`config.mk`:
```
export PLATFORM = sky130hd
export DESIGN_NAME = instr_fetch_flat
export DESIGN_NICKNAME = d
export VERILOG_FILES = /design/src/rtl/cpu_consts.sv /design/src/rtl/instr_fetch_if.sv /design/src/rtl/fetch_fifo.sv /design/src/rtl/instr_fetch.sv /design/src/flat_wrapper.sv
export SDC_FILE = /design/constraint.sdc
export NUM_CORES = 1
export LEC_CHECK = 0
export BUFFER_PORTS_ARGS = -buffer_cell sky130_fd_sc_hd__buf_4
export CAP_MARGIN = 20
export CORE_MARGIN = 10
export CORE_UTILIZATION = 51
export DETAILED_ROUTE_END_ITERATION = 8
export GPL_TIMING_DRIVEN = 0
export PLACE_DENSITY = 0.76
export REMOVE_ABC_BUFFERS = 1
export SKIP_LAST_GASP = 1
export SLEW_MARGIN = 0
export SYNTH_ARGS = -nofsm -noshare
export SYNTH_HDL_FRONTEND = slang
export SYNTH_HIERARCHICAL = 1
export SYNTH_SLANG_ARGS = --single-unit
export TNS_END_PERCENT = 1
```
`constraint.sdc`:
```
create_clock -name clk_i -period 9.23 [get_ports clk_i]
set_clock_uncertainty 0.1 [all_clocks]
set_input_delay 0.4615 -clock clk_i [delete_from_list [all_inputs] [get_ports clk_i]]
set_output_delay 0.4615 -clock clk_i [all_outputs]
set_load 0.005 [all_outputs]
```
`src/rtl/cpu_consts.sv`:
```
// cpu_consts: shared fetch types and constants; FAULT state is only built with PC_MISALIGN_CHK_EN
package cpu_consts;
`ifdef PC_MISALIGN_CHK_EN
  typedef enum logic [1:0] {IDLE, RUN, FAULT} fetch_state_t;
`else
  typedef enum logic [1:0] {IDLE, RUN} fetch_state_t;
`endif
  typedef struct packed {
    logic [63:0] pc;
    logic [31:0] instr;
  } fetch_entry_t;
  localparam logic [31:0] NOP_INSTR    = 32'h0000_0013;
  localparam logic [63:0] DEF_RESET_PC = 64'h0000_0000_8000_0000;
endpackage

```
`src/rtl/instr_fetch_if.sv`:
```
// instr_fetch_if: memory, decode and redirect signals of the fetch unit; fetch_fault_o needs PC_MISALIGN_CHK_EN
interface instr_fetch_if;
  logic        imem_req_o;
  logic [63:0] imem_addr_o;
  logic        imem_gnt_i;
  logic        imem_rvalid_i;
  logic [31:0] imem_rdata_i;
  logic        instr_valid_o;
  logic [31:0] instr_o;
  logic [63:0] instr_pc_o;
  logic        instr_ready_i;
  logic        redirect_i;
  logic [63:0] redirect_pc_i;
`ifdef PC_MISALIGN_CHK_EN
  logic        fetch_fault_o;
`endif
  modport master (
    output imem_req_o, imem_addr_o, instr_valid_o, instr_o, instr_pc_o,
`ifdef PC_MISALIGN_CHK_EN
    output fetch_fault_o,
`endif
    input  imem_gnt_i, imem_rvalid_i, imem_rdata_i, instr_ready_i, redirect_i, redirect_pc_i
  );
  modport slave (
    input  imem_req_o, imem_addr_o, instr_valid_o, instr_o, instr_pc_o,
`ifdef PC_MISALIGN_CHK_EN
    input  fetch_fault_o,
`endif
    output imem_gnt_i, imem_rvalid_i, imem_rdata_i, instr_ready_i, redirect_i, redirect_pc_i
  );
endinterface

```
`src/rtl/fetch_fifo.sv`:
```
// fetch_fifo: small FIFO with flush, head shown combinationally; push while full is accepted only with a pop
module fetch_fifo #(
  parameter int  DEPTH = 2,
  parameter type T     = logic [63:0]
) (
  input  logic                         clk_i,
  input  logic                         resetn_i,
  input  logic                         i_flush,
  input  logic                         i_push,
  input  T                             i_data,
  input  logic                         i_pop,
  output T                             o_data,
  output logic [$clog2(DEPTH+1)-1:0]   o_count
);
  localparam int AW = $clog2(DEPTH);
  localparam int CW = $clog2(DEPTH + 1);
  T               r_mem [DEPTH];
  logic [AW-1:0]  r_wp, r_rp;
  logic [CW-1:0]  r_cnt;
  logic           w_pop, w_push;
  assign w_pop   = i_pop && (r_cnt != '0);
  assign w_push  = i_push && ((r_cnt != CW'(DEPTH)) || w_pop);
  assign o_data  = r_mem[r_rp];
  assign o_count = r_cnt;
  always_ff @(posedge clk_i or negedge resetn_i) begin
    if (!resetn_i) begin
      r_wp  <= '0;
      r_rp  <= '0;
      r_cnt <= '0;
    end else if (i_flush) begin
      r_wp  <= '0;
      r_rp  <= '0;
      r_cnt <= '0;
    end else begin
      if (w_push) r_wp <= r_wp + AW'(1);
      if (w_pop) r_rp <= r_rp + AW'(1);
      r_cnt <= r_cnt + CW'(w_push) - CW'(w_pop);
    end
  end
  always_ff @(posedge clk_i) begin
    if (w_push && !i_flush) r_mem[r_wp] <= i_data;
  end
endmodule

```
`src/rtl/instr_fetch.sv`:
```
// instr_fetch: in-order instruction fetch with PC tag queue, instruction buffer and redirect drop counting.
// Optional PC_MISALIGN_CHK_EN traps misaligned redirect targets into a FAULT state.
module instr_fetch import cpu_consts::*; #(
  parameter logic [63:0] RESET_PC  = DEF_RESET_PC,
  parameter int          BUF_DEPTH = 2
) (
  input  logic          clk_i,
  input  logic          resetn_i,
  instr_fetch_if.master bus
);
  localparam int CW = $clog2(BUF_DEPTH + 1);
  fetch_state_t  r_state, w_next;
  logic [63:0]   r_pc;
  logic [CW-1:0] r_drop;
  logic [CW-1:0] w_tag_cnt, w_dat_cnt;
  logic [CW:0]   w_out;
  logic [63:0]   w_tag_head;
  fetch_entry_t  w_dat_in, w_dat_head;
  logic          w_gnt, w_rv, w_keep, w_pop, w_room, w_valid;
  assign w_gnt    = bus.imem_req_o && bus.imem_gnt_i;
  // dropped responses still occupy memory slots, so they count as outstanding
  assign w_out    = {1'b0, w_tag_cnt} + {1'b0, r_drop};
  assign w_rv     = bus.imem_rvalid_i && (w_out != '0);
  assign w_keep   = w_rv && (r_drop == '0) && !bus.redirect_i;
  assign w_valid  = (w_dat_cnt != '0);
  assign w_pop    = w_valid && bus.instr_ready_i && !bus.redirect_i;
  assign w_room   = (w_out + {1'b0, w_dat_cnt}) < (CW+1)'(BUF_DEPTH);
  assign w_dat_in = '{pc: w_tag_head, instr: bus.imem_rdata_i};
  fetch_fifo #(.DEPTH(BUF_DEPTH), .T(logic [63:0])) u_tags (
    .clk_i(clk_i), .resetn_i(resetn_i), .i_flush(bus.redirect_i),
    .i_push(w_gnt), .i_data(r_pc), .i_pop(w_rv && (r_drop == '0)),
    .o_data(w_tag_head), .o_count(w_tag_cnt)
  );
  fetch_fifo #(.DEPTH(BUF_DEPTH), .T(fetch_entry_t)) u_buf (
    .clk_i(clk_i), .resetn_i(resetn_i), .i_flush(bus.redirect_i),
    .i_push(w_keep), .i_data(w_dat_in), .i_pop(w_pop),
    .o_data(w_dat_head), .o_count(w_dat_cnt)
  );
  always_ff @(posedge clk_i or negedge resetn_i) begin
    if (!resetn_i) r_state <= IDLE;
    else r_state <= w_next;
  end
  always_comb begin
    w_next = r_state;
    if (r_state == IDLE) w_next = RUN;
`ifdef PC_MISALIGN_CHK_EN
    if (bus.redirect_i) w_next = (|bus.redirect_pc_i[1:0]) ? FAULT : RUN;
`endif
  end
  always_comb begin
    bus.imem_req_o    = (r_state == RUN) && !bus.redirect_i && w_room;
    bus.imem_addr_o   = r_pc;
    bus.instr_valid_o = w_valid;
    bus.instr_o       = w_valid ? w_dat_head.instr : NOP_INSTR;
    bus.instr_pc_o    = w_valid ? w_dat_head.pc : 64'h0;
`ifdef PC_MISALIGN_CHK_EN
    bus.fetch_fault_o = (r_state == FAULT);
`endif
  end
  // a response landing in the redirect cycle retires one of the outstanding requests
  always_ff @(posedge clk_i or negedge resetn_i) begin
    if (!resetn_i) begin
      r_pc   <= RESET_PC;
      r_drop <= '0;
    end else if (bus.redirect_i) begin
      r_pc   <= bus.redirect_pc_i & ~64'h3;
      r_drop <= CW'(w_out - {{CW{1'b0}}, w_rv});
    end else begin
      if (w_gnt) r_pc <= r_pc + 64'd4;
      if (w_rv && (r_drop != '0)) r_drop <= r_drop - CW'(1);
    end
  end
endmodule

```
`src/flat_wrapper.sv`:
```
// flat-port wrapper written by rule: the top's interface ports become plain ports
module instr_fetch_flat import cpu_consts::*;
#(
  parameter logic [63:0] RESET_PC  = DEF_RESET_PC,
  parameter int          BUF_DEPTH = 2
)
  (clk_i, resetn_i, bus_imem_req_o, bus_imem_addr_o, bus_instr_valid_o, bus_instr_o, bus_instr_pc_o, bus_imem_gnt_i, bus_imem_rvalid_i, bus_imem_rdata_i, bus_instr_ready_i, bus_redirect_i, bus_redirect_pc_i);
  instr_fetch_if bus_i ();
  input  logic clk_i;
  input  logic resetn_i;
  output wire logic [$bits(bus_i.imem_req_o)-1:0] bus_imem_req_o;
  output wire logic [$bits(bus_i.imem_addr_o)-1:0] bus_imem_addr_o;
  output wire logic [$bits(bus_i.instr_valid_o)-1:0] bus_instr_valid_o;
  output wire logic [$bits(bus_i.instr_o)-1:0] bus_instr_o;
  output wire logic [$bits(bus_i.instr_pc_o)-1:0] bus_instr_pc_o;
  input wire logic [$bits(bus_i.imem_gnt_i)-1:0] bus_imem_gnt_i;
  input wire logic [$bits(bus_i.imem_rvalid_i)-1:0] bus_imem_rvalid_i;
  input wire logic [$bits(bus_i.imem_rdata_i)-1:0] bus_imem_rdata_i;
  input wire logic [$bits(bus_i.instr_ready_i)-1:0] bus_instr_ready_i;
  input wire logic [$bits(bus_i.redirect_i)-1:0] bus_redirect_i;
  input wire logic [$bits(bus_i.redirect_pc_i)-1:0] bus_redirect_pc_i;
  assign bus_imem_req_o = bus_i.imem_req_o;
  assign bus_imem_addr_o = bus_i.imem_addr_o;
  assign bus_instr_valid_o = bus_i.instr_valid_o;
  assign bus_instr_o = bus_i.instr_o;
  assign bus_instr_pc_o = bus_i.instr_pc_o;
  assign bus_i.imem_gnt_i = bus_imem_gnt_i;
  assign bus_i.imem_rvalid_i = bus_imem_rvalid_i;
  assign bus_i.imem_rdata_i = bus_imem_rdata_i;
  assign bus_i.instr_ready_i = bus_instr_ready_i;
  assign bus_i.redirect_i = bus_redirect_i;
  assign bus_i.redirect_pc_i = bus_redirect_pc_i;
  instr_fetch #(.RESET_PC(RESET_PC), .BUF_DEPTH(BUF_DEPTH)) u_core (.clk_i(clk_i), .resetn_i(resetn_i), .bus(bus_i));
endmodule
```
==> results.txt, run 1 <==
----------------------------------------------------
[Worst setup path]
  FF-to-FF path depth ... 13
  Required time reported for the critical path endpoint ... 9.38 ns
  Critical setup path kind ... flip-flop to flip-flop
  Cell class contributing the biggest share of worst-path delay ... simple AND/OR/NAND/NOR gates
  Crit path DAT ... about 5.7 ns
  Critical Path Fanout Max ... 45
  Worst flop-to-flop path endpoint ... u_core/u_tags/r_mem[1][53]$_DFFE_PP_
  Count of buffer and inverter cells on the critical path ... 6
  Crit. End Element ... flip-flop
  Max stage delay on crit path ... 0.83 ns
  Crit path launch type ... flip-flop
  Flop2flop setup slack ... ~3.7 ns
  Standard cell with the maximum stage delay on the critical path ... sky130_fd_sc_hd__nor3b_2
  Ordered cell list for the critical path ... ha_1, inv_1, fa_1, inv_1, fa_1, and4bb_2, nand2_2, inv_1, buf_16, o31ai_4, nor3b_2, buf_6, buf_6
  Critical register-to-register path startpoint ... u_core/u_tags/o_count[0]$_DFF_PN0_
  Most frequent cell on the critical path ... sky130_fd_sc_hd__inv_1

[Clocking]
  Number of buffers on the longest clock path ... 3
  TritonCTS sink count ... just under 400
  Skew-Pair Late Insertion Delay ... between 0.5 and 0.6 ns
  Deepest level of the CTS H-tree ... 2
  Post-CTS setup-driven buffer insertion count ... 0
  Number of gates given a new drive strength after cts ... 0
  TritonCTS buffer count ... 43
  Clock tree from TritonCTS ... yes
  Cell chosen for the clock root ... sky130_fd_sc_hd__clkbuf_16
  Quantity of hold-fixing buffers added after cts ... 33
  Post-CTS clock slew at the launch and capture registers of the worst setup and hold paths ... around 0.060 ns

[Route]
  Number of remaining DRC errors ... 0
  Number of vias per cell ... 5.594
  Iter 0 DRT Violations ... about 870
  Antenna Nets Post-Route ... 0
  Via count ... 11,060
  DR pass1 iterations ... 5
  Total Wirelength ... 44,660 um
  Wire length per cell ... roughly 23 um

[STA]
  Number of hold violations in the final report ... 0
  Relative slew margins ... 27.89%
  Setup TNS Final ... 0 ns
  Finish-stage setup viols ... 0
  Fmax ... 181.9 MHz
  Measured slew at the worst slew-check pin ... 1.082 ns
  Unrepaired setup endpoints after global routing ... false
  Pins over their slew limit ... 0
  Final period util ... 59.57%
  Clock period minus worst slack ... 5.498 ns

[Logic synthesis]
  Area fraction of the dominant cell type after synthesis ... around 55%
  Ranking of synthesized cells by instance count ... 320 x sky130_fd_sc_hd__edfxtp_1, 103 x sky130_fd_sc_hd__and2_1, 80 x sky130_fd_sc_hd__mux2_2
  Sequential fraction of the synthesis area ... ~66%
  Number of synthesized flops with an enable pin ... 320
  Number of warnings issued by yosys ... 6
  Number of synthesized register bits ... 393
  Cell type contributing the most total cell area after synthesis ... sky130_fd_sc_hd__edfxtp_1
  Cells after Synth ... 1,170
  Async S/R FF share, synth ... a little under a fifth
  Post-synth cell types ... 70
  Count leader, synth ... sky130_fd_sc_hd__edfxtp_1
  Top post-synthesis cells by area ... sky130_fd_sc_hd__edfxtp_1 55%, sky130_fd_sc_hd__dfrtp_1 10%, sky130_fd_sc_hd__mux2_2 5.2%
  Post-synth design cell area ... 17,450 um^2
  Dominant register cell in the synthesized netlist ... sky130_fd_sc_hd__edfxtp_1
  Average instance area after synthesis ... 14.91 um^2

[Final layout]
  Layout cell share with drive strength beyond 1 ... roughly 35%
  Total Nets Final ... 1,608
  Area of all sequential standard cells ... about 11,000 um^2
  Filler Cells Inserted ... 2,474
  Antenna cell count ... 0
  Total area of multi-input combinational cells ... 5619 um^2
  Area growth from synthesis to layout ... 25.66%
  Final Instance Area ... between 20,000 and 25,000 um^2

[Power]
  Static Leakage ... 8.213 nW
  Peak supply drop ... 0.1325 mV
  Power Dens Cells ... a little under 200 nW/um^2

[GRT]
  Global-route wire length before repair ... 67,730 um
  Vias in the first global route ... 11,450
  Number of antenna violations at the first check in global routing ... 3
  Pin count of the biggest net entering global routing ... 104
  Total gr overflow ... 0
  Overall Global Routing Usage ... 20.88%

[Hold path]
  Min-delay worst type ... input pin to flip-flop
  Worst Hold Depth ... 3
  Hold Crit Start ... bus_redirect_pc_i[7]
  WHS Endpoint ... u_core/bus.imem_addr_o[7]$_DFFE_PN0P_

[Floorplan]
  Height of the chip ... around 200 um
  Total core area ... 33,620 um^2
  Die Area ... around 42,000 um^2
  Standard-cell rows ... 67
  Die Width ... 205.0 um
  Starting Density ... 51.90%
  Top-Level Pins ... 264

[Placement]
  RePlAce Congestion ... 0.8058
  Post-detailed-placement cell area ... 20,160 um^2
  HPWL after detailed placement ... 30,680 um
  Number of port buffers ... 259

[Run]
  Number of max-capacitance violations reported ... 0

[Status]
  Run status ... finished, final reports clean

----------------------------------------------------
routing by layer:
layer  vias up  wire (um)  GRT usage, %
met2       369      21950         34.90
met4         6       1129         6.800
met3        70       2812         4.723
met5         -         47             0
met1      5540      18720         26.44
li1       5079          -             -
logic make-up (layout without fill, tap and decap cells):
family	count (synthesis)	after routing	share of synthesized area (%)
AND/OR/NAND/NOR	388	388	13.93
other	2	7	0.04304
AO/OA/AOI/OAI	88	88	3.521
multiplexers	173	173	11.81
buffers and inverters	79	434	2.481
flip-flops	393	393	65.55
XOR/XNOR	37	37	1.857
adder cells (fa/ha/maj)	10	10	0.8032
flip-flops by register name, indices dropped and copies added (netlist names):
register / cells
u_core/bus.imem_addr_o: 62
u_core/u_tags/r_wp: 1
u_core/r_drop: 2
u_core/u_buf/r_rp: 1
u_core/u_buf/r_mem: 192
u_core/r_state: 1
u_core/u_tags/r_rp: 1
u_core/u_tags/o_count: 2
u_core/u_buf/r_wp: 1
u_core/u_tags/r_mem: 128
u_core/u_buf/o_count: 2
placed cells by master (no fill, tap or decap), types with 34 or more instances in the layout:
cell	instances
sky130_fd_sc_hd__edfxtp_1	320
sky130_fd_sc_hd__nand3_1	50
sky130_fd_sc_hd__nand2_1	64
sky130_fd_sc_hd__clkbuf_16	44
sky130_fd_sc_hd__and2_1	103
sky130_fd_sc_hd__buf_4	260
sky130_fd_sc_hd__dfrtp_1	70
sky130_fd_sc_hd__dlygate4sd3_1	34
sky130_fd_sc_hd__mux2_1	55
sky130_fd_sc_hd__mux2_2	80
final cells by class:
class,count,share of cell area [%]
Tap cell,448,2.556
Sequential cell,393,52.20
Clock inverter,23,0.9986
Clock buffer,56,5.364
Multi-Input combinational cell,703,25.63
Timing Repair Buffer,334,12.90
Inverter,21,0.3595
worst reg2reg max path, stage by stage (launching register included):
cell and delay, ns:
sky130_fd_sc_hd__dfrtp_1 0.45, sky130_fd_sc_hd__ha_1 0.18, sky130_fd_sc_hd__inv_1 0.05, sky130_fd_sc_hd__fa_1 0.55
sky130_fd_sc_hd__inv_1 0.08, sky130_fd_sc_hd__fa_1 0.50, sky130_fd_sc_hd__and4bb_2 0.34, sky130_fd_sc_hd__nand2_2 0.52
sky130_fd_sc_hd__inv_1 0.76, sky130_fd_sc_hd__buf_16 0.25, sky130_fd_sc_hd__o31ai_4 0.13, sky130_fd_sc_hd__nor3b_2 0.83
sky130_fd_sc_hd__buf_6 0.28, sky130_fd_sc_hd__buf_6 0.19
per-stage QoR:
step | setup WS (ns) | power [W] | hold slack [ns] | util [%] | instances
2_1_floorplan | -0.2206 | 0.002384 | 0.06591 | - | 1117
3_3_place_gp | -6.435 | 0.002669 | 0.4232 | 58.36 | 1824
3_5_place_dp | 3.807 | 0.002693 | 0.4340 | 59.98 | 1864
4_1_cts | 3.751 | 0.004383 | 0.003641 | 65.11 | 1976
5_1_grt | 3.480 | 0.004515 | 0.01216 | 65.23 | 1978
6_report | 3.732 | 0.004342 | 0.01859 | 65.23 | 1978
power by group:
group / internal, W / leakage [nW] / switching, W / total, W
clock network: 0.000989 / 0.679 / 0.000685 / 0.00167
registers: 0.00202 / 3.77 / 0.000112 / 0.00213
logic: 0.000272 / 3.76 / 0.000265 / 0.000537
total: 0.00328 / 8.21 / 0.00106 / 0.00434
worst max path at each step:
stage / start / endpoint / slack [ns] / cells after the start
floorplan: u_core/u_tags/o_count[0]$_DFF_PN0_ / u_core/u_buf/r_mem[1][0]$_DFFE_PP_ / -0.22 / 7
global placement: bus_redirect_i / u_core/u_buf/r_mem[1][35]$_DFFE_PP_ / -6.43 / 5
detailed placement: u_core/u_tags/o_count[0]$_DFF_PN0_ / u_core/u_tags/r_mem[1][53]$_DFFE_PP_ / 3.81 / 13
CTS: u_core/u_tags/o_count[0]$_DFF_PN0_ / u_core/u_tags/r_mem[1][53]$_DFFE_PP_ / 3.75 / 13
global route: u_core/u_tags/o_count[0]$_DFF_PN0_ / u_core/u_tags/r_mem[1][49]$_DFFE_PP_ / 3.48 / 13
finish: u_core/u_tags/o_count[0]$_DFF_PN0_ / u_core/u_tags/r_mem[1][53]$_DFFE_PP_ / 3.73 / 13
No activity file was read; power rests on OpenSTA's default activity.
==> inputs of run 2 (changes only) <==
- ABC_AREA: unset -> 1
- PLACE_DENSITY: 0.76 -> 0.72
- clock period: 9.23 -> 5.6 ns (I/O delays scaled with it)
==> run 2 against run 1 <==
  * Utilization decreased by 0.099 points
  * Clock power increased by 66%
  * Sequential share of layout area down 2.8 points
  * Area after synthesis up 5.4%
==> results.txt, run 2 <==
----------------------------------------------------
[Status]
  Run status ... finished, final reports clean

[Final layout]
  Commonest cells after routing, fill and taps aside ... 824 x sky130_fd_sc_hd__nand2_1, 320 x sky130_fd_sc_hd__edfxtp_1, 259 x sky130_fd_sc_hd__buf_4
  Total area of multi-input combinational cells ... 5684 um^2
  Layout cell share with drive strength beyond 1 ... 16.18%
  Area growth from synthesis to layout ... 26.01%
  Most frequent standard cell in the layout excluding fill and tap cells ... sky130_fd_sc_hd__nand2_1
  Filler Cells Inserted ... 2,835
  Final Instance Area ... 23,160 um^2
  Area of all sequential standard cells ... 11,440 um^2
  Biggest register ... u_core/u_buf/r_mem
  Non-Filler Instances ... 2,847
  Flip-flop count of the largest register after layout ... 192
  Total Nets Final ... roughly 2,500
  Antenna cell count ... 0

[Worst setup path]
  Crit path launch type ... flip-flop
  Critical setup path kind ... flip-flop to flip-flop
  Critical Path Fanout Max ... 38
  Crit path DAT ... 4.27 ns
  Crit. End Element ... flip-flop
  Required time reported for the critical path endpoint ... 5.71 ns

[Logic synthesis]
  Count leader, synth ... sky130_fd_sc_hd__nand2_1
  Average instance area after synthesis ... just over 9 um^2
  Async S/R FF share, synth ... between 10% and 20%
  Number of synthesized flops with an enable pin ... 320
  Post-synth design cell area ... 18,380 um^2
  Dominant register cell in the synthesized netlist ... sky130_fd_sc_hd__edfxtp_1
  Cell type contributing the most total cell area after synthesis ... sky130_fd_sc_hd__edfxtp_1
  Number of warnings issued by yosys ... 6
  Post-synth cell types ... 46
  Top post-synthesis cells by area ... sky130_fd_sc_hd__edfxtp_1 52%, sky130_fd_sc_hd__nand2_1 17%, sky130_fd_sc_hd__dfrtp_1 9.8%
  Area fraction of the dominant cell type after synthesis ... 52.27%
  Sequential fraction of the synthesis area ... 62.22%
  Number of synthesized register bits ... 393
  Ranking of synthesized cells by instance count ... 824 x sky130_fd_sc_hd__nand2_1, 320 x sky130_fd_sc_hd__edfxtp_1, 245 x sky130_fd_sc_hd__nor2_1
  Cells after Synth ... 2,007

[GRT]
  Number of antenna violations at the first check in global routing ... 0
  Global-route wire length before repair ... 79,210 um
  Overall Global Routing Usage ... 22.72%
  Pin count of the biggest net entering global routing ... 98
  Vias in the first global route ... 14,200
  Total gr overflow ... 0

[Clocking]
  Post-CTS setup-driven buffer insertion count ... 0
  Skew-Pair Late Insertion Delay ... 0.54 ns
  Cell chosen for the clock root ... sky130_fd_sc_hd__clkbuf_16
  Post-CTS clock slew at the launch and capture registers of the worst setup and hold paths ... 0.07 ns
  Clock tree from TritonCTS ... yes
  TritonCTS sink count ... 393
  TritonCTS buffer count ... 42
  Quantity of hold-fixing buffers added after cts ... 93
  Number of buffers on the longest clock path ... 3
  Number of gates given a new drive strength after cts ... 0
  Deepest level of the CTS H-tree ... 2

[Floorplan]
  Standard-cell rows ... 69
  Die Width ... 209.9 um
  Total core area ... 35,570 um^2
  Height of the chip ... about 210 um
  Starting Density ... 51.68%
  Die Area ... 44,040 um^2
  Top-Level Pins ... 264

[Run]
  Number of max-capacitance violations reported ... 0

[Route]
  Iter 0 DRT Violations ... 1,106
  Number of remaining DRC errors ... 0
  Antenna Nets Post-Route ... 0
  Wire length per cell ... 17.90 um
  Total Wirelength ... 50,970 um
  Number of vias per cell ... between 5 and 6
  Via count ... 14,420
  DR pass1 iterations ... 5

[Power]
  Final total power ... 0.007587 W
  Static Leakage ... 10.38 nW
  Peak supply drop ... about 0.28 mV
  Power Dens Cells ... 327.5 nW/um^2

[STA]
  Fmax ... 240.6 MHz
  Setup TNS Final ... 0 ns
  Clock period minus worst slack ... about 4.2 ns
  Final period util ... 74.23%
  Unrepaired setup endpoints after global routing ... false
  Finish-stage setup viols ... 0
  Relative slew margins ... 37.47%
  Final WS setup ... 1.443 ns
  Pins over their slew limit ... 0
  Number of hold violations in the final report ... 0
  Measured slew at the worst slew-check pin ... about 0.93 ns

[Placement]
  HPWL after detailed placement ... 34,140 um
  Placed cells ... 2,675
  Post-detailed-placement cell area ... 20,800 um^2
  Number of port buffers ... 259
  Placement-stage worst setup slack ... 1.449 ns
  RePlAce Congestion ... 0.8950

[Hold path]
  Min-delay worst type ... input pin to flip-flop

----------------------------------------------------
==> run 2: per-stage QoR <==
| stage | util [%] | hold slack, ns |
|---|---|---|
| floorplan | - | -0.1156 |
| global placement | 57.57 | 0.3653 |
| detailed placement | 58.47 | 0.3685 |
| CTS | 64.97 | 0.01129 |
| global route | 65.13 | 0.04976 |
| finish | 65.13 | 0.01842 |
==> run 2: power breakdown <==
| group | internal, W | switching, W |
|---|---|---|
| sequential | 0.00338 | 0.000244 |
| clock | 0.00167 | 0.00111 |
| combinational | 0.000516 | 0.000667 |
| total | 0.00556 | 0.00202 |
==> run 2: per-layer routing <==
layer  routed length [um]  track usage, %  share of wire, %  vias up
met5                    0               0                 0        -
met1                20600           28.35                40     6755
met4                 1428           7.244               2.8        0
met2                25600           39.50                50      527
li1                     -               -                 -     7052
met3                 3346           3.742               6.6       83
==> run 2: final cells by class <==
type                    count  area share (%)
flip-flops and latches    393           49.39
multi-input cells        1323           24.54
repair buffers            367           13.90
clock buffers              54           4.910
inverters                 226           3.716
well taps                 461           2.490
clock inverters            23           1.048
==> run 2: path summary, 6_finish.rpt <==
path | cells past startpoint | slack (ns) | end | from
worst max-delay path | 10 | 1.44 | u_core/u_tags/r_mem[0][32]$_DFFE_PP_ | u_core/u_tags/o_count[0]$_DFF_PN0_
worst min-delay path | 5 | 0.02 | u_core/bus.imem_addr_o[33]$_DFFE_PN0P_ | bus_redirect_pc_i[33]
worst max register to register | 10 | 1.44 | u_core/u_tags/r_mem[0][32]$_DFFE_PP_ | u_core/u_tags/o_count[0]$_DFF_PN0_
worst min register to register | 2 | 0.43 | u_core/u_buf/r_mem[1][50]$_DFFE_PP_ | u_core/u_tags/r_mem[0][18]$_DFFE_PP_
max in group asynchronous | 3 | 4.63 | u_core/bus.imem_addr_o[31]$_DFFE_PN1P_ | resetn_i
min in group asynchronous | 2 | 0.12 | u_core/bus.imem_addr_o[43]$_DFFE_PN0P_ | resetn_i
==> run 2: cells by family after synthesis <==
kind of cell	after synthesis	share of synthesized area, %
other	2	0.04085
AND/OR/NAND/NOR	1197	26.29
AO/OA/AOI/OAI	92	2.716
adder cells (fa/ha/maj)	10	0.7624
XOR/XNOR	12	0.6126
flip-flops	393	62.22
multiplexers	5	0.2723
buffers and inverters	296	7.086
==> run 2: critical path, cell delays in order (launching register included) <==
cell and delay, ns:
sky130_fd_sc_hd__dfrtp_1 0.38, sky130_fd_sc_hd__ha_1 0.15, sky130_fd_sc_hd__inv_1 0.05, sky130_fd_sc_hd__fa_1 0.55, sky130_fd_sc_hd__inv_1 0.07, sky130_fd_sc_hd__fa_1 0.45
sky130_fd_sc_hd__nand3b_4 0.20, sky130_fd_sc_hd__nor3_4 0.78, sky130_fd_sc_hd__nand3_1 0.31, sky130_fd_sc_hd__inv_4 0.41, sky130_fd_sc_hd__buf_12 0.29
==> inputs of run 3 (changes only) <==
- ABC_AREA: 1 -> 0
- PLACE_DENSITY: 0.72 -> 0.73
- clock period: 5.6 -> 3.9 ns (I/O delays scaled with it)
==> run 3 against run 2 <==
  * Setup slack got worse by 1.4 ns
  * Routed wire length decreased by 11%
  * Utilization increased by 2.2 points
  * Hold slack improved by 0.0065 ns
  * Combinational power increased by 16%
  * Sequential cell count unchanged
  * Clock power increased by 34%
  * Critical path depth increased by 3
  * Cell area decreased by 2.3%
  * Global-route usage decreased by 1.7 points
  * Highest routed layer is now met5
==> results.txt, run 3 (synthesized netlist as in run 1, its figures left out) <==
----------------------------------------------------
[Final layout]
  Total Nets Final ... about 1,700
  Layout cell share with drive strength beyond 1 ... approximately a third
  Antenna cell count ... 0
  Area growth from synthesis to layout ... 29.68%
  Commonest cells after routing, fill and taps aside ... 320 x sky130_fd_sc_hd__edfxtp_1, 268 x sky130_fd_sc_hd__buf_4, 103 x sky130_fd_sc_hd__and2_1
  Non-Filler Instances ... 2,044
  Total area of multi-input combinational cells ... roughly 5700 um^2
  Area of all sequential standard cells ... 11,450 um^2
  Filler Cells Inserted ... 2,373
  Flip-flop count of the largest register after layout ... 192
  Biggest register ... u_core/u_buf/r_mem
  Most frequent standard cell in the layout excluding fill and tap cells ... sky130_fd_sc_hd__edfxtp_1

[Floorplan]
  Die Width ... 205.0 um
  Standard-cell rows ... 67
  Total core area ... 33,620 um^2
  Height of the chip ... 205.0 um
  Top-Level Pins ... 264
  Starting Density ... 51.90%
  Die Area ... 42,010 um^2

[Clocking]
  Number of buffers on the longest clock path ... 3
  Post-CTS clock slew at the launch and capture registers of the worst setup and hold paths ... 0.06 ns
  Skew-Pair Late Insertion Delay ... 0.54 ns
  Deepest level of the CTS H-tree ... 2
  Cell chosen for the clock root ... sky130_fd_sc_hd__clkbuf_16
  TritonCTS sink count ... 393
  TritonCTS buffer count ... slightly above 40
  Clock tree from TritonCTS ... yes

[Route]
  Iter 0 DRT Violations ... 696
  Via count ... between 10,000 and 15,000
  Wire length per cell ... 22.17 um
  Antenna Nets Post-Route ... 0
  Total Wirelength ... 45,320 um
  Number of vias per cell ... 5.562
  Number of remaining DRC errors ... 0
  DR pass1 iterations ... 5

[GRT]
  Overall Global Routing Usage ... between 20% and 30%
  Vias in the first global route ... ~12,000
  Number of antenna violations at the first check in global routing ... 1
  Global-route wire length before repair ... 68,590 um
  Total gr overflow ... 0
  Pin count of the biggest net entering global routing ... roughly 110

[STA]
  Number of hold violations in the final report ... 0
  Unrepaired setup endpoints after global routing ... true
  Pins over their slew limit ... 0
  Measured slew at the worst slew-check pin ... 0.8878 ns
  Relative slew margins ... between 40% and 50%
  Finish-stage setup viols ... 0
  Fmax ... 262.6 MHz
  Final period util ... a little over nine tenths
  Final WS setup ... ~0.091 ns
  Clock period minus worst slack ... ~3.8 ns
  Worst hold slack ... 0.02490 ns

[Run]
  Number of max-capacitance violations reported ... 0

[Worst setup path]
  Critical Path Fanout Max ... 11
  FF-to-FF path depth ... 13
  Standard cell with the maximum stage delay on the critical path ... sky130_fd_sc_hd__nor3b_4
  Crit. End Element ... flip-flop
  Critical register-to-register path startpoint ... u_core/u_tags/o_count[0]$_DFF_PN0_
  Cell class contributing the biggest share of worst-path delay ... buffers and inverters
  Flop2flop setup slack ... 0.09 ns
  Critical setup path kind ... flip-flop to flip-flop
  Max stage delay on crit path ... 0.58 ns
  Required time reported for the critical path endpoint ... 4.04 ns
  Count of buffer and inverter cells on the critical path ... 7
  Worst flop-to-flop path endpoint ... u_core/u_buf/r_mem[1][29]$_DFFE_PP_
  Crit path launch type ... flip-flop
  Ordered cell list for the critical path ... ha_1, inv_1, fa_2, a31oi_4, and3_1, o31ai_4, nor3b_4, buf_8, buf_6, buf_8, buf_6, buf_6, buf_8
  Crit path DAT ... 3.95 ns

[Placement]
  Placed cells ... 1,863
  RePlAce Congestion ... 0.8223
  Placement-stage worst setup slack ... -1.399 ns
  HPWL after detailed placement ... between 30,000 and 40,000 um
  Number of port buffers ... 259

[Power]
  Power Dens Cells ... 448.0 nW/um^2
  Static Leakage ... approximately 8.5 nW
  Peak supply drop ... about 0.41 mV

[Status]
  Run status ... finished, final reports clean

[Hold path]
  Min-delay worst type ... input pin to async pin

----------------------------------------------------
[run 3: final cells by class]
type	instances	share of cell area, %
Clock buffer	51	4.833
Clock inverter	25	0.8848
Inverter	21	0.3816
Multi-Input combinational cell	704	25.27
Sequential cell	393	50.59
Tap cell	448	2.477
Timing Repair Buffer	401	15.55
Timing Repair inverter	1	0.02212
[run 3: stage by stage]
stage / total power, W / util [%] / cell area, um^2 / TNS, ns
3_3_place_gp: 0.006318 / 58.36 / 19620 / -3478.12
4_1_cts: 0.01021 / 67.04 / 22540 / 0
6_report: 0.01014 / 67.31 / 22630 / 0
5_1_grt: 0.01056 / 67.31 / 22630 / -0.6051
3_5_place_dp: 0.006366 / 59.97 / 20160 / -197.35
2_1_floorplan: 0.005642 / - / 17110 / -1602.74
[run 3: power by group]
| group | leakage, nW | internal (W) | switching [W] |
|---|---|---|---|
| clock network | 0.649 | 0.00214 | 0.00158 |
| logic | 4.07 | 0.000707 | 0.000663 |
| registers | 3.77 | 0.00478 | 0.000271 |
[run 3: worst max path at each step]
stage / from / end / cells after the start
6_report: u_core/u_tags/o_count[0]$_DFF_PN0_ / u_core/u_buf/r_mem[1][29]$_DFFE_PP_ / 13
5_1_grt: u_core/u_tags/o_count[0]$_DFF_PN0_ / u_core/u_buf/r_mem[1][34]$_DFFE_PP_ / 13
4_1_cts: u_core/u_tags/o_count[0]$_DFF_PN0_ / u_core/u_buf/r_mem[0][84]$_DFFE_PP_ / 14
3_5_place_dp: u_core/u_tags/o_count[0]$_DFF_PN0_ / u_core/u_tags/r_mem[1][0]$_DFFE_PP_ / 13
3_3_place_gp: u_core/u_buf/o_count[1]$_DFF_PN0_ / u_core/u_buf/r_mem[1][0]$_DFFE_PP_ / 4
2_1_floorplan: u_core/u_tags/o_count[0]$_DFF_PN0_ / u_core/u_buf/r_mem[1][0]$_DFFE_PP_ / 7
[run 3: repair_timing]
action / CTS / global route
resized for setup: 13 / 6
hold buffers: 95 / 1
endpoints found under the setup margin: 218 / 101
endpoints found under the hold margin: 198 / 1
gates cloned: 2 / 0
buffers inserted: 7 / 1
pin swaps: 4 / 2
[run 3: metal layers]
layer / track usage (%) / share of wire, % / vias to the layer above
met1: 27.39 / 41 / 5689
met4: 6.117 / 2.4 / 2
met3: 4.281 / 6.8 / 71
met2: 34.89 / 49 / 391
met5: 0 / 0.024 / -
li1: - / - / 5215
